<file path="config.mk">
export PLATFORM = sky130hd
export DESIGN_NAME = rr_lock_arbiter_flat
export DESIGN_NICKNAME = d
export VERILOG_FILES = /design/src/rtl/rr_lock_arbiter_if.sv /design/src/rtl/rr_lock_arbiter.sv /design/src/flat_wrapper.sv
export SDC_FILE = /design/constraint.sdc
export NUM_CORES = 1
export LEC_CHECK = 0
export BUFFER_PORTS_ARGS = -buffer_cell sky130_fd_sc_hd__buf_2
export CAP_MARGIN = 10
export CORE_UTILIZATION = 46
export CTS_CLUSTER_DIAMETER = 200
export DETAILED_ROUTE_END_ITERATION = 8
export GPL_ROUTABILITY_DRIVEN = 0
export PLACE_DENSITY = 0.64
export SLEW_MARGIN = 40
export SYNTH_ARGS = -nofsm -noshare
export SYNTH_HDL_FRONTEND = slang
export SYNTH_SLANG_ARGS = --single-unit
</file>
<file path="constraint.sdc">
create_clock -name clk -period 6.55 [get_ports clk]
set_input_delay 0.9825 -clock clk [delete_from_list [all_inputs] [get_ports clk]]
set_output_delay 0.9825 -clock clk [all_outputs]
set_load 0.02 [all_outputs]
</file>
<file path="src/rtl/rr_lock_arbiter_if.sv">
// Request/grant bundle between requesters (master) and rr_lock_arbiter (slave).
interface rr_lock_arbiter_if #(
    parameter int ARB_WIDTH = 16,
    parameter int IDX_W     = $clog2(ARB_WIDTH)
);
    logic [ARB_WIDTH-1:0] req;
    logic [ARB_WIDTH-1:0] grant;
    logic [IDX_W-1:0]     grant_idx;
    logic                 grant_valid;
    logic                 timeout_pulse;

    modport master (output req, input grant, grant_idx, grant_valid, timeout_pulse);
    modport slave  (input req, output grant, grant_idx, grant_valid, timeout_pulse);
endinterface

</file>
<file path="src/rtl/rr_lock_arbiter.sv">
// Round-robin arbiter with registered one-hot grant held while the winner keeps requesting.
// Define ARB_TIMEOUT_EN to force rotation after MAX_HOLD cycles of continuous hold.
module rr_lock_arbiter #(
    parameter int ARB_WIDTH = 16,
    parameter int IDX_W     = $clog2(ARB_WIDTH),
    parameter int MAX_HOLD  = 32
) (
    input  logic              clk,
    input  logic              rst,
    rr_lock_arbiter_if.slave  bus
);
    typedef enum logic {IDLE, LOCK} state_t;

    if (ARB_WIDTH < 2 || ARB_WIDTH > 64 || MAX_HOLD < 2) begin : g_param_chk
        $error("rr_lock_arbiter: illegal ARB_WIDTH/MAX_HOLD");
    end

    state_t               state, state_nxt;
    logic [ARB_WIDTH-1:0] grant_q, grant_nxt;
    logic [IDX_W-1:0]     idx_q, idx_nxt;
    logic [IDX_W-1:0]     ptr, ptr_nxt;
    logic                 valid_q;
    logic [ARB_WIDTH-1:0] cand;
    logic                 found;
    logic [IDX_W-1:0]     win;
    logic                 take;
    logic                 held;

    // First set bit of r scanning p, p+1, ... with wrap at ARB_WIDTH.
    function automatic logic [IDX_W:0] pick(input logic [ARB_WIDTH-1:0] r,
                                            input logic [IDX_W-1:0] p);
        logic           f;
        logic [IDX_W-1:0] w;
        logic [IDX_W-1:0] jj;
        int             j;
        f = 1'b0;
        w = '0;
        for (int i = 0; i < ARB_WIDTH; i++) begin
            j = int'(p) + i;
            if (j >= ARB_WIDTH) j = j - ARB_WIDTH;
            jj = IDX_W'(j);
            if (!f && r[jj]) begin
                f = 1'b1;
                w = jj;
            end
        end
        return {f, w};
    endfunction

    // The current holder is masked out so a release or timeout never re-picks it.
    assign cand        = (state == LOCK) ? (bus.req & ~grant_q) : bus.req;
    assign {found, win} = pick(cand, ptr);
    assign held        = |(bus.req & grant_q);

`ifdef ARB_TIMEOUT_EN
    localparam int CNT_W = (MAX_HOLD > 2) ? $clog2(MAX_HOLD) : 1;
    localparam logic [CNT_W-1:0] CNT_MAX = CNT_W'(MAX_HOLD - 1);

    logic [CNT_W-1:0] cnt, cnt_nxt;
    logic             tp_q, tp_nxt;

    always_comb begin
        take    = 1'b0;
        tp_nxt  = 1'b0;
        cnt_nxt = cnt;
        if (state == IDLE) begin
            take = found;
        end else if (held) begin
            if (cnt == CNT_MAX && found) begin
                take   = 1'b1;
                tp_nxt = 1'b1;
            end else if (cnt != CNT_MAX) begin
                cnt_nxt = cnt + CNT_W'(1);
            end
        end else begin
            take = found;
        end
        if (take) cnt_nxt = '0;
    end

    always_ff @(posedge clk or posedge rst) begin
        if (rst) begin
            cnt  <= '0;
            tp_q <= 1'b0;
        end else begin
            cnt  <= cnt_nxt;
            tp_q <= tp_nxt;
        end
    end

    assign bus.timeout_pulse = tp_q;
`else
    always_comb begin
        take = 1'b0;
        if (state == IDLE || !held) take = found;
    end

    assign bus.timeout_pulse = 1'b0;
`endif

    always_comb begin
        state_nxt = state;
        grant_nxt = grant_q;
        idx_nxt   = idx_q;
        ptr_nxt   = ptr;
        if (take) begin
            state_nxt = LOCK;
            grant_nxt = ARB_WIDTH'(1) << win;
            idx_nxt   = win;
            ptr_nxt   = (win == IDX_W'(ARB_WIDTH - 1)) ? '0 : win + IDX_W'(1);
        end else if (state == LOCK && !held) begin
            // Holder released with nobody waiting: go idle, ptr stays put.
            state_nxt = IDLE;
            grant_nxt = '0;
        end
    end

    always_ff @(posedge clk or posedge rst) begin
        if (rst) begin
            state   <= IDLE;
            grant_q <= '0;
            idx_q   <= '0;
            ptr     <= '0;
            valid_q <= 1'b0;
        end else begin
            state   <= state_nxt;
            grant_q <= grant_nxt;
            idx_q   <= idx_nxt;
            ptr     <= ptr_nxt;
            valid_q <= (state_nxt == LOCK);
        end
    end

    assign bus.grant       = grant_q;
    assign bus.grant_idx   = idx_q;
    assign bus.grant_valid = valid_q;
endmodule

</file>
<file path="src/flat_wrapper.sv">
// flat-port wrapper written by rule: the top's interface ports become plain ports
module rr_lock_arbiter_flat 
#(
    parameter int ARB_WIDTH = 16,
    parameter int IDX_W     = $clog2(ARB_WIDTH),
    parameter int MAX_HOLD  = 32
)
  (clk, rst, bus_req, bus_grant, bus_grant_idx, bus_grant_valid, bus_timeout_pulse);
  rr_lock_arbiter_if #(.ARB_WIDTH(ARB_WIDTH), .IDX_W(IDX_W)) bus_i ();
  input  logic clk;
  input  logic rst;
  input wire logic [$bits(bus_i.req)-1:0] bus_req;
  output wire logic [$bits(bus_i.grant)-1:0] bus_grant;
  output wire logic [$bits(bus_i.grant_idx)-1:0] bus_grant_idx;
  output wire logic [$bits(bus_i.grant_valid)-1:0] bus_grant_valid;
  output wire logic [$bits(bus_i.timeout_pulse)-1:0] bus_timeout_pulse;
  assign bus_i.req = bus_req;
  assign bus_grant = bus_i.grant;
  assign bus_grant_idx = bus_i.grant_idx;
  assign bus_grant_valid = bus_i.grant_valid;
  assign bus_timeout_pulse = bus_i.timeout_pulse;
  rr_lock_arbiter #(.ARB_WIDTH(ARB_WIDTH), .IDX_W(IDX_W), .MAX_HOLD(MAX_HOLD)) u_core (.clk(clk), .rst(rst), .bus(bus_i));
endmodule
</file>
==> results.cfg, run 1 <==
[die]
initial_standard_cell_utilization_of_the_core = 0.478
die_area_mm2 = 0.00844
fp.dieW_um = 91.9
ios = 40
placementRows = 32
core_region_area_mm2 = 0.00777
die_height_um = 91.9

[yosys]
synth.most_common_cell = nand2_1
synth-seq-cells = 25
ys_types = 79
asyncSetResetFlopFracSynth = 1.00
synth.top_cell.area_share = 0.168
number_of_instances_in_the_synthesized_netlist = 443
synth_top_cell_by_area = dfrtp_1
postSynth.topFlopCell = dfrtp_1
synth.yosys.seq_area_share = 0.168
most_common_library_cells_after_synthesis = nand2_1, dfrtp_1, a21oi_1, nor2_1, a221oi_1
mappedNetlistArea_mm2 = 0.00371
postSynthAreaPerCell_um2 = 8.38
synth.area.top_cells = dfrtp_1, mux4_2, a221oi_1, a32o_1, mux2i_1
synth-edff-count = 0
synth.net_count = 473
yosys_warnings = 0

[global_route]
grt_overflow = 0
grt_util_met1 = 0.403
grt.busiest_layer = met2
maximum_number_of_pins_on_one_net_before_global_route_repair = 45
grt_util_met2 = 0.462
grt_first_pass_wirelength_um = 19800
met3_usage = 0.0564
antenna_found_initial = 0
gr-usage-all-layers = 0.295
number_of_global_route_vias_before_repair = 3870

[clocking]
h-tree-depth = 1
clk_path_buf_depth = 2
clockRootBuffer = clkbuf_8
cts_made_buffers = 3
clk_transition_reported_paths_ps = 90
post_cts_setup_buffer_count = 0
post_cts.resized_instances = 0
worstSkewPairLatency_ps = 270
cts_hold_buf = 0
cts.sinks = 25
cts_tree = yes

[route]
dr_total_vias = 4013
routed_wirelength_um = 12300
drcViolationCount = 0
drt_pre_antenna_iters = 7
antenna_violating_nets_post_route = 0
wl_per_cell_um = 21.7
drt_iter0_drc = 377
drt-vias-per-instance = 7.09

[critical_path]
cpLargestDelayFamily = simple AND/OR/NAND/NOR gates
critical_path.max_stage_delay_ps = 670
reg2reg_depth = 16
cp_common_cell = inv_1
path_max_fanout = 16
data_arrival_at_the_endpoint_of_the_critical_path_ps = 5610
required_ps = 6690
critical_path_class = reg -> reg
setup.reg_to_reg.worst_slack_ps = 1080
critical_path.cell_chain = inv_1 -> ha_1 -> inv_1 -> nor2_1 -> a22oi_1 -> and3_1 -> nor3b_1 -> and3_1 -> nand2_2 -> or3_1 -> o221a_2 -> inv_2 -> ha_1 -> inv_1 -> a211oi_2 -> o22ai_1
regToRegEndpoint = u_core.ptr[0]
cp_slowest_cell = ha_1
worstSetupPathDepth = 16
worst_r2r_startpoint = u_core.ptr[1]
worst_setup_path_start_kind = flop
timing.critical_path.buf_inv = 4
endpoint_kind_of_the_worst_setup_timing_path = flop

[sta]
whs_ps = 513
slew-limit-headroom = 0.417
period_minus_slack_ps = 5470
finalSetupViolations = 0
finalClockSkew_ps = 4.50
max_clock_freq_mhz = 183
rsz0062_at_grt = false
timing_hold_violations_final = 0
tightestPinTransition_ps = 867
totalNegativeSetupSlack_ps = 0
finalCritPeriodShare = 0.834
slew_violations = 0

[place]
dp.final_hpwl_um = 9420
buffer_ports.inserted = 38
dp.cells = 562

[hold_path]
hold-path-cell-count = 1
hold_path_class = reg -> reg
worst_hold_startpoint = u_core.bus.grant_idx[3]
hold-path-endpoint = u_core.bus.grant_idx[3]

[cells_and_area]
finish.cell_count_without_fillers = 566
antenna-diode-count = 0
final_net_count = 495
postLayoutCoreUtil = 0.514
fill_cells = 752
fraction_of_layout_instances_using_a_drive_strength_above_1 = 0.207
areaGrowthSynthToFinish_pct = 7.51

[run_status]
outcome = complete, no violations

[job]
drv_cap = 0
-- cell type report --
type / instances / area (um2) / share of cell area
Clock buffer: 3 / 41.3 / 0.0103
Clock inverter: 1 / 7.51 / 0.00188
Inverter: 13 / 48.8 / 0.0122
Multi-Input combinational cell: 382 / 2930 / 0.735
Sequential cell: 25 / 628 / 0.157
Tap cell: 102 / 128 / 0.0320
Timing Repair Buffer: 40 / 205 / 0.0514
-- logic make-up after synthesis --
group           count (synthesis)  share of synthesized area
compound gates                180                      0.375
xor+xnor                       13                     0.0307
fa+ha+maj                      12                     0.0404
buf+inv                        36                     0.0441
flops                          25                      0.168
mux                            38                      0.142
other cells                     1                    0.00101
simple gates                  138                      0.198
-- flip-flops by register name, indices dropped and copies added (netlist names) --
signal and flops:
u_core.bus.grant 16, u_core.bus.grant_idx 4, u_core.ptr 4, u_core.state 1
-- metal layers --
metal / up-vias / part of all wire
met5: - / 0
met4: 0 / 0.027
met3: 38 / 0.10
li1: 1810 / -
met2: 242 / 0.46
met1: 1923 / 0.41
-- cells in the final DEF (no fill, tap or decap), types with 7 or more instances in the layout --
| cell | Yosys | layout |
|---|---|---|
| a21boi_1 | 12 | 13 |
| a21oi_1 | 20 | 20 |
| a221oi_1 | 19 | 19 |
| a22o_1 | 8 | 8 |
| a22oi_1 | 18 | 18 |
| a32o_1 | 16 | 16 |
| and2_1 | 10 | 10 |
| buf_2 | 11 | 38 |
| dfrtp_1 | 25 | 23 |
| ha_1 | 12 | 12 |
| inv_1 | 9 | 8 |
| mux2_2 | 9 | 9 |
| mux2i_1 | 16 | 16 |
| mux4_2 | 10 | 10 |
| nand2_1 | 42 | 42 |
| nand2b_1 | 7 | 7 |
| nand3_1 | 11 | 11 |
| nor2_1 | 20 | 20 |
| nor2b_1 | 8 | 8 |
| nor3_1 | 7 | 7 |
| o21ai_0 | 15 | 15 |
| o22ai_1 | 9 | 9 |
| xnor2_1 | 11 | 11 |
-- metrics by stage --
stage / cell area, um2 / setup slack (ps)
CTS: 3990 / 1300
global route: 3990 / 751
global placement: 3930 / 1320
floorplan: 3710 / 2000
finish: 3990 / 1080
detailed placement: 3940 / 1310
-- how the worst max path moves through the flow --
stage / from / end / slack [ps]
6_report: u_core.ptr[1] / u_core.ptr[0] / 1080
2_1_floorplan: u_core.ptr[1] / u_core.ptr[1] / 2000
3_5_place_dp: u_core.ptr[1] / u_core.ptr[0] / 1310
5_1_grt: u_core.ptr[1] / u_core.ptr[2] / 750
4_1_cts: u_core.ptr[1] / u_core.ptr[1] / 1300
3_3_place_gp: u_core.ptr[1] / u_core.ptr[0] / 1320
Power of run 1 is left out: the tool's default activity adds up to more than one toggle a clock period on the data nets, which glitch-free logic cannot reach.
==> run 2, diff against run 1 <==
- PLACE_DENSITY: 0.64 -> 0.66
- clock period: 6.55 -> 4.5 ns (I/O delays scaled with it)
==> run 2 against run 1 <==
  * First-iteration DRC count grew 39%
  * Clock skew fell by 1.4 ps
  * Fmax up 30%
  * Register-to-register slack worse by 800 ps
  * Sequential share of layout area is 1.2 points lower
  * Final cell count increased by 7.4%
  * Sequential cell count did not move
  * Hold slack worse by 81 ps
  * Final area increased by 8.2%
  * Non-clock buffer count grew 42
  * Highest routed layer unchanged
==> results.cfg, run 2 (synthesis results as in run 1) <==
[critical_path]
endpoint_kind_of_the_worst_setup_timing_path = flop
required_ps = 4640
critical_path.cell_chain = ha_1 -> xnor2_2 -> buf_4 -> nor2_1 -> a22oi_1 -> nand3_1 -> o211a_1 -> a2111oi_0 -> nor3b_1 -> o22a_1 -> o221a_2 -> inv_2 -> ha_1 -> inv_1 -> a211oi_2 -> o22ai_1
critical_path_class = reg -> reg
reg2reg_depth = 16
timing.critical_path.buf_inv = 3
worstSetupPathDepth = 16
crit_end = u_core.ptr[2]
cpLargestDelayFamily = compound AO/OA/AOI/OAI gates
critical_path.max_stage_delay_ps = 500
crit_start = u_core.ptr[0]
path_max_fanout = 5
cp_slowest_cell = a22oi_1
worst_r2r_startpoint = u_core.ptr[0]
cp_common_cell = ha_1
setup.reg_to_reg.worst_slack_ps = 290
data_arrival_at_the_endpoint_of_the_critical_path_ps = 4360
worst_setup_path_start_kind = flop
regToRegEndpoint = u_core.ptr[2]

[route]
drt_iter0_drc = 523
drt-vias-per-instance = 6.95
antenna_violating_nets_post_route = 0
drcViolationCount = 0
dr_total_vias = 4223
wl_per_cell_um = 21.3
routed_wirelength_um = 13000
drt_pre_antenna_iters = 6

[cells_and_area]
fill_cells = 713
layout.cell_area.non_filler_mm2 = 0.00432
fraction_of_layout_instances_using_a_drive_strength_above_1 = 0.275
final_net_count = 537
multi_input_comb_area_mm2 = 0.00295
areaGrowthSynthToFinish_pct = 16.3
highest_count_cells_in_the_layout_ignoring_fill_and_taps = buf_4, nand2_1, buf_2
footprint_of_the_flip_flops_and_latches_um2 = 627
largest_register_ff_count = 16
antenna-diode-count = 0
layout.cells.most_common = buf_4

[job]
drv_cap = 0

[die]
initial_standard_cell_utilization_of_the_core = 0.478
die_height_um = 91.9
core_region_area_mm2 = 0.00777
fp.dieW_um = 91.9
die_area_mm2 = 0.00844
placementRows = 32
ios = 40

[clocking]
h-tree-depth = 1
clk_transition_reported_paths_ps = 90
post_cts_setup_buffer_count = 0
cts_made_buffers = 3
cts_tree = yes
clockRootBuffer = clkbuf_8
worstSkewPairLatency_ps = 260
clk_path_buf_depth = 2
cts.sinks = 25

[global_route]
grt_overflow = 0
grt_first_pass_wirelength_um = 21100
antenna_found_initial = 0
maximum_number_of_pins_on_one_net_before_global_route_repair = 35
gr-usage-all-layers = 0.315
number_of_global_route_vias_before_repair = 4044

[sta]
timing_hold_violations_final = 0
finalCritPeriodShare = 0.936
slew_violations = 0
slew-limit-headroom = 0.528
max_clock_freq_mhz = 237
tightestPinTransition_ps = 689
rsz0062_at_grt = false
finalSetupViolations = 0
finalClockSkew_ps = 3.09
period_minus_slack_ps = 4210
totalNegativeSetupSlack_ps = 0

[place]
dpl_cell_area_mm2 = 0.00426
dp.final_hpwl_um = 10400
buffer_ports.inserted = 38

[run_status]
outcome = complete, no violations

[hold_path]
hold_path_class = in -> async
[run 2: final cells by class]
class | count | area share
Multi-Input combinational cell | 382 | 0.683
Sequential cell | 25 | 0.145
Timing Repair Buffer | 82 | 0.121
Tap cell | 102 | 0.0295
Inverter | 13 | 0.0113
Clock buffer | 3 | 0.00956
Clock inverter | 1 | 0.00116
[run 2: how the worst min path moves through the flow]
stage                            startpoint                 endpoint  slack, ps
floorplan           u_core.bus.grant_idx[1]  u_core.bus.grant_idx[1]        630
global placement    u_core.bus.grant_idx[2]  u_core.bus.grant_idx[2]        490
detailed placement  u_core.bus.grant_idx[0]  u_core.bus.grant_idx[0]        500
CTS                                     rst     u_core.bus.grant[10]        450
global route                            rst     u_core.bus.grant[10]        480
finish                                  rst     u_core.bus.grant[14]        430
[run 2: repair_timing]
item	4_1_cts	5_1_grt
setup endpoints to repair	0	20
resized for setup	0	7
hold buffers	0	0
[run 2: through the flow]
step	std cells	hold WS (ps)	setup slack, ps	util
after floorplan	443	634	120	-
after global placement	604	489	9.23	0.547
after detailed placement	604	500	6.35	0.548
after CTS	608	453	140	0.554
after global routing	608	482	13.4	0.556
final	608	432	287	0.556
[run 2: metal layers]
layer	share of wire	GRT usage	vias up
li1	-	-	1902
met2	0.45	0.502	276
met4	0.046	0.142	0
met5	0	0	-
met3	0.097	0.0381	60
met1	0.40	0.425	1985
Power of run 2 is left out for the same reason.
==> run 3, diff against run 2 <==
- clock period: 4.5 -> 3.45 ns (I/O delays scaled with it)
==> run 3 against run 2 <==
  * The run now ends with negative setup slack left
  * Critical path depth is 1 higher
  * Register-to-register slack lost 800 ps
  * Final cell count grew 27%
  * Sequential share of layout area down 4.5 points
  * Fmax up 6.3%
  * Utilization up 25 points
  * Die area unchanged
  * Worst setup slack got worse by 800 ps
  * Sequential cell count stayed put
  * Wire length increased by 42%
==> results.cfg, run 3 (synthesis results as in run 1) <==
[cells_and_area]
final_net_count = 701
largest_register_ff_count = 16
highest_count_cells_in_the_layout_ignoring_fill_and_taps = buf_4, nand2_1, buf_2
fraction_of_layout_instances_using_a_drive_strength_above_1 = 0.587
finish.cell_count_without_fillers = 772
areaGrowthSynthToFinish_pct = 69.2
fill_cells = 446
layout.cells.most_common = buf_4
antenna-diode-count = 0

[global_route]
gr-usage-all-layers = 0.417
grt_first_pass_wirelength_um = 27300
grt_overflow = 0
antenna_found_initial = 0
number_of_global_route_vias_before_repair = 5181
maximum_number_of_pins_on_one_net_before_global_route_repair = 26

[critical_path]
path_max_fanout = 8
worst_setup_path_start_kind = flop
endpoint_kind_of_the_worst_setup_timing_path = flop
required_ps = 3600
critical_path_class = reg -> reg
data_arrival_at_the_endpoint_of_the_critical_path_ps = 4120

[clocking]
cts.sinks = 25
cts_tree = yes
clk_path_buf_depth = 2
worstSkewPairLatency_ps = 280
clockRootBuffer = clkbuf_8
clk_transition_reported_paths_ps = 90
cts_made_buffers = 3
h-tree-depth = 1

[sta]
slew_violations = 0
finalClockSkew_ps = 4.51
timing.final.ws_setup_ps = -515
timing_hold_violations_final = 0
finalSetupViolations = 24
rsz0062_at_grt = true
period_minus_slack_ps = 3970
slew-limit-headroom = 0.561
finalCritPeriodShare = 1.15
max_clock_freq_mhz = 252
tightestPinTransition_ps = 658

[die]
initial_standard_cell_utilization_of_the_core = 0.478
die_height_um = 91.9
core_region_area_mm2 = 0.00777
ios = 40
die_area_mm2 = 0.00844
placementRows = 32
fp.dieW_um = 91.9

[route]
drt_iter0_drc = 597
antenna_violating_nets_post_route = 0
dr_total_vias = 5376
drt-vias-per-instance = 6.96
drt_pre_antenna_iters = 8
wl_per_cell_um = 23.9
routed_wirelength_um = 18400
drcViolationCount = 0

[place]
buffer_ports.inserted = 38
dp_slack_ps = -602
dp.final_hpwl_um = 12600
dp.cells = 746

[run_status]
outcome = finished, violations left
violations = negative setup slack

[hold_path]
hold_path_class = in -> async

[job]
drv_cap = 0
==> run 3: changes by cell type in the layout (fill, tap and decap cells not counted), sizes merged <==
cell    delta
inv        +1
clkinv     -1
buf      +164
==> run 3: metrics by stage <==
step / TNS, ps / hold slack [ps] / utilization / cell area (um2)
detailed placement: -11720 / 491 / 0.708 / 5500
finish: -9550 / 251 / 0.809 / 6280
floorplan: -3150 / 545 / - / 3940
CTS: -5600 / 273 / 0.788 / 6120
global route: -10340 / 297 / 0.809 / 6280
global placement: -9900 / 487 / 0.707 / 5490
==> run 3: worst max-delay path, stage by stage (launching register included) <==
cell,delay (ps)
dfrtp_2,510
a21boi_2,320
mux2i_1,160
buf_4,170
buf_4,140
mux4_2,570
mux2i_4,200
and4bb_2,280
buf_4,150
nand2_2,150
nor2_4,60
a21boi_2,160
o221a_4,310
inv_4,80
ha_4,170
inv_4,50
a211oi_4,210
o22ai_1,150
==> run 3: final timing paths <==
kind	start	endpoint	slack (ps)	cells after the start
worst min register to register	u_core.bus.grant_idx[0]	u_core.bus.grant_idx[0]	510	1
worst min-delay path	rst	u_core.bus.grant[7]	250	2
worst max register to register	u_core.state	u_core.ptr[2]	-520	17
max in group asynchronous	rst	u_core.ptr[0]	2820	2
min in group clk	u_core.bus.grant_idx[0]	u_core.bus.grant_idx[0]	510	1
worst max-delay path	u_core.state	u_core.ptr[2]	-520	17
==> run 3: layout make-up <==
type / count / area (um2) / share of cell area
timing repair buffer: 246 / 1810 / 0.289
clock inverter: 1 / 8.76 / 0.00139
tap: 102 / 128 / 0.0203
multi-input combinational: 382 / 3610 / 0.574
inverter: 13 / 56.3 / 0.00896
clock buffer: 3 / 41.3 / 0.00657
sequential: 25 / 629 / 0.100
==> run 3: routing by layer <==
| layer | track usage | wire length (um) | share of wire | up-vias |
|---|---|---|---|---|
| li1 | - | - | - | 2244 |
| met5 | 0 | 0 | 0 | - |
| met2 | 0.678 | 8400 | 0.46 | 473 |
| met4 | 0.225 | 1170 | 0.063 | 0 |
| met3 | 0.0597 | 2170 | 0.12 | 141 |
| met1 | 0.532 | 6700 | 0.36 | 2518 |
==> run 3: repair_timing <==
action	CTS	global route
buffers inserted	20	3
hold buffers	0	0
resized for setup	92	28
endpoints found under the setup margin	24	24
pin swaps	24	6
gates cloned	0	0
Power of run 3 is left out for the same reason.
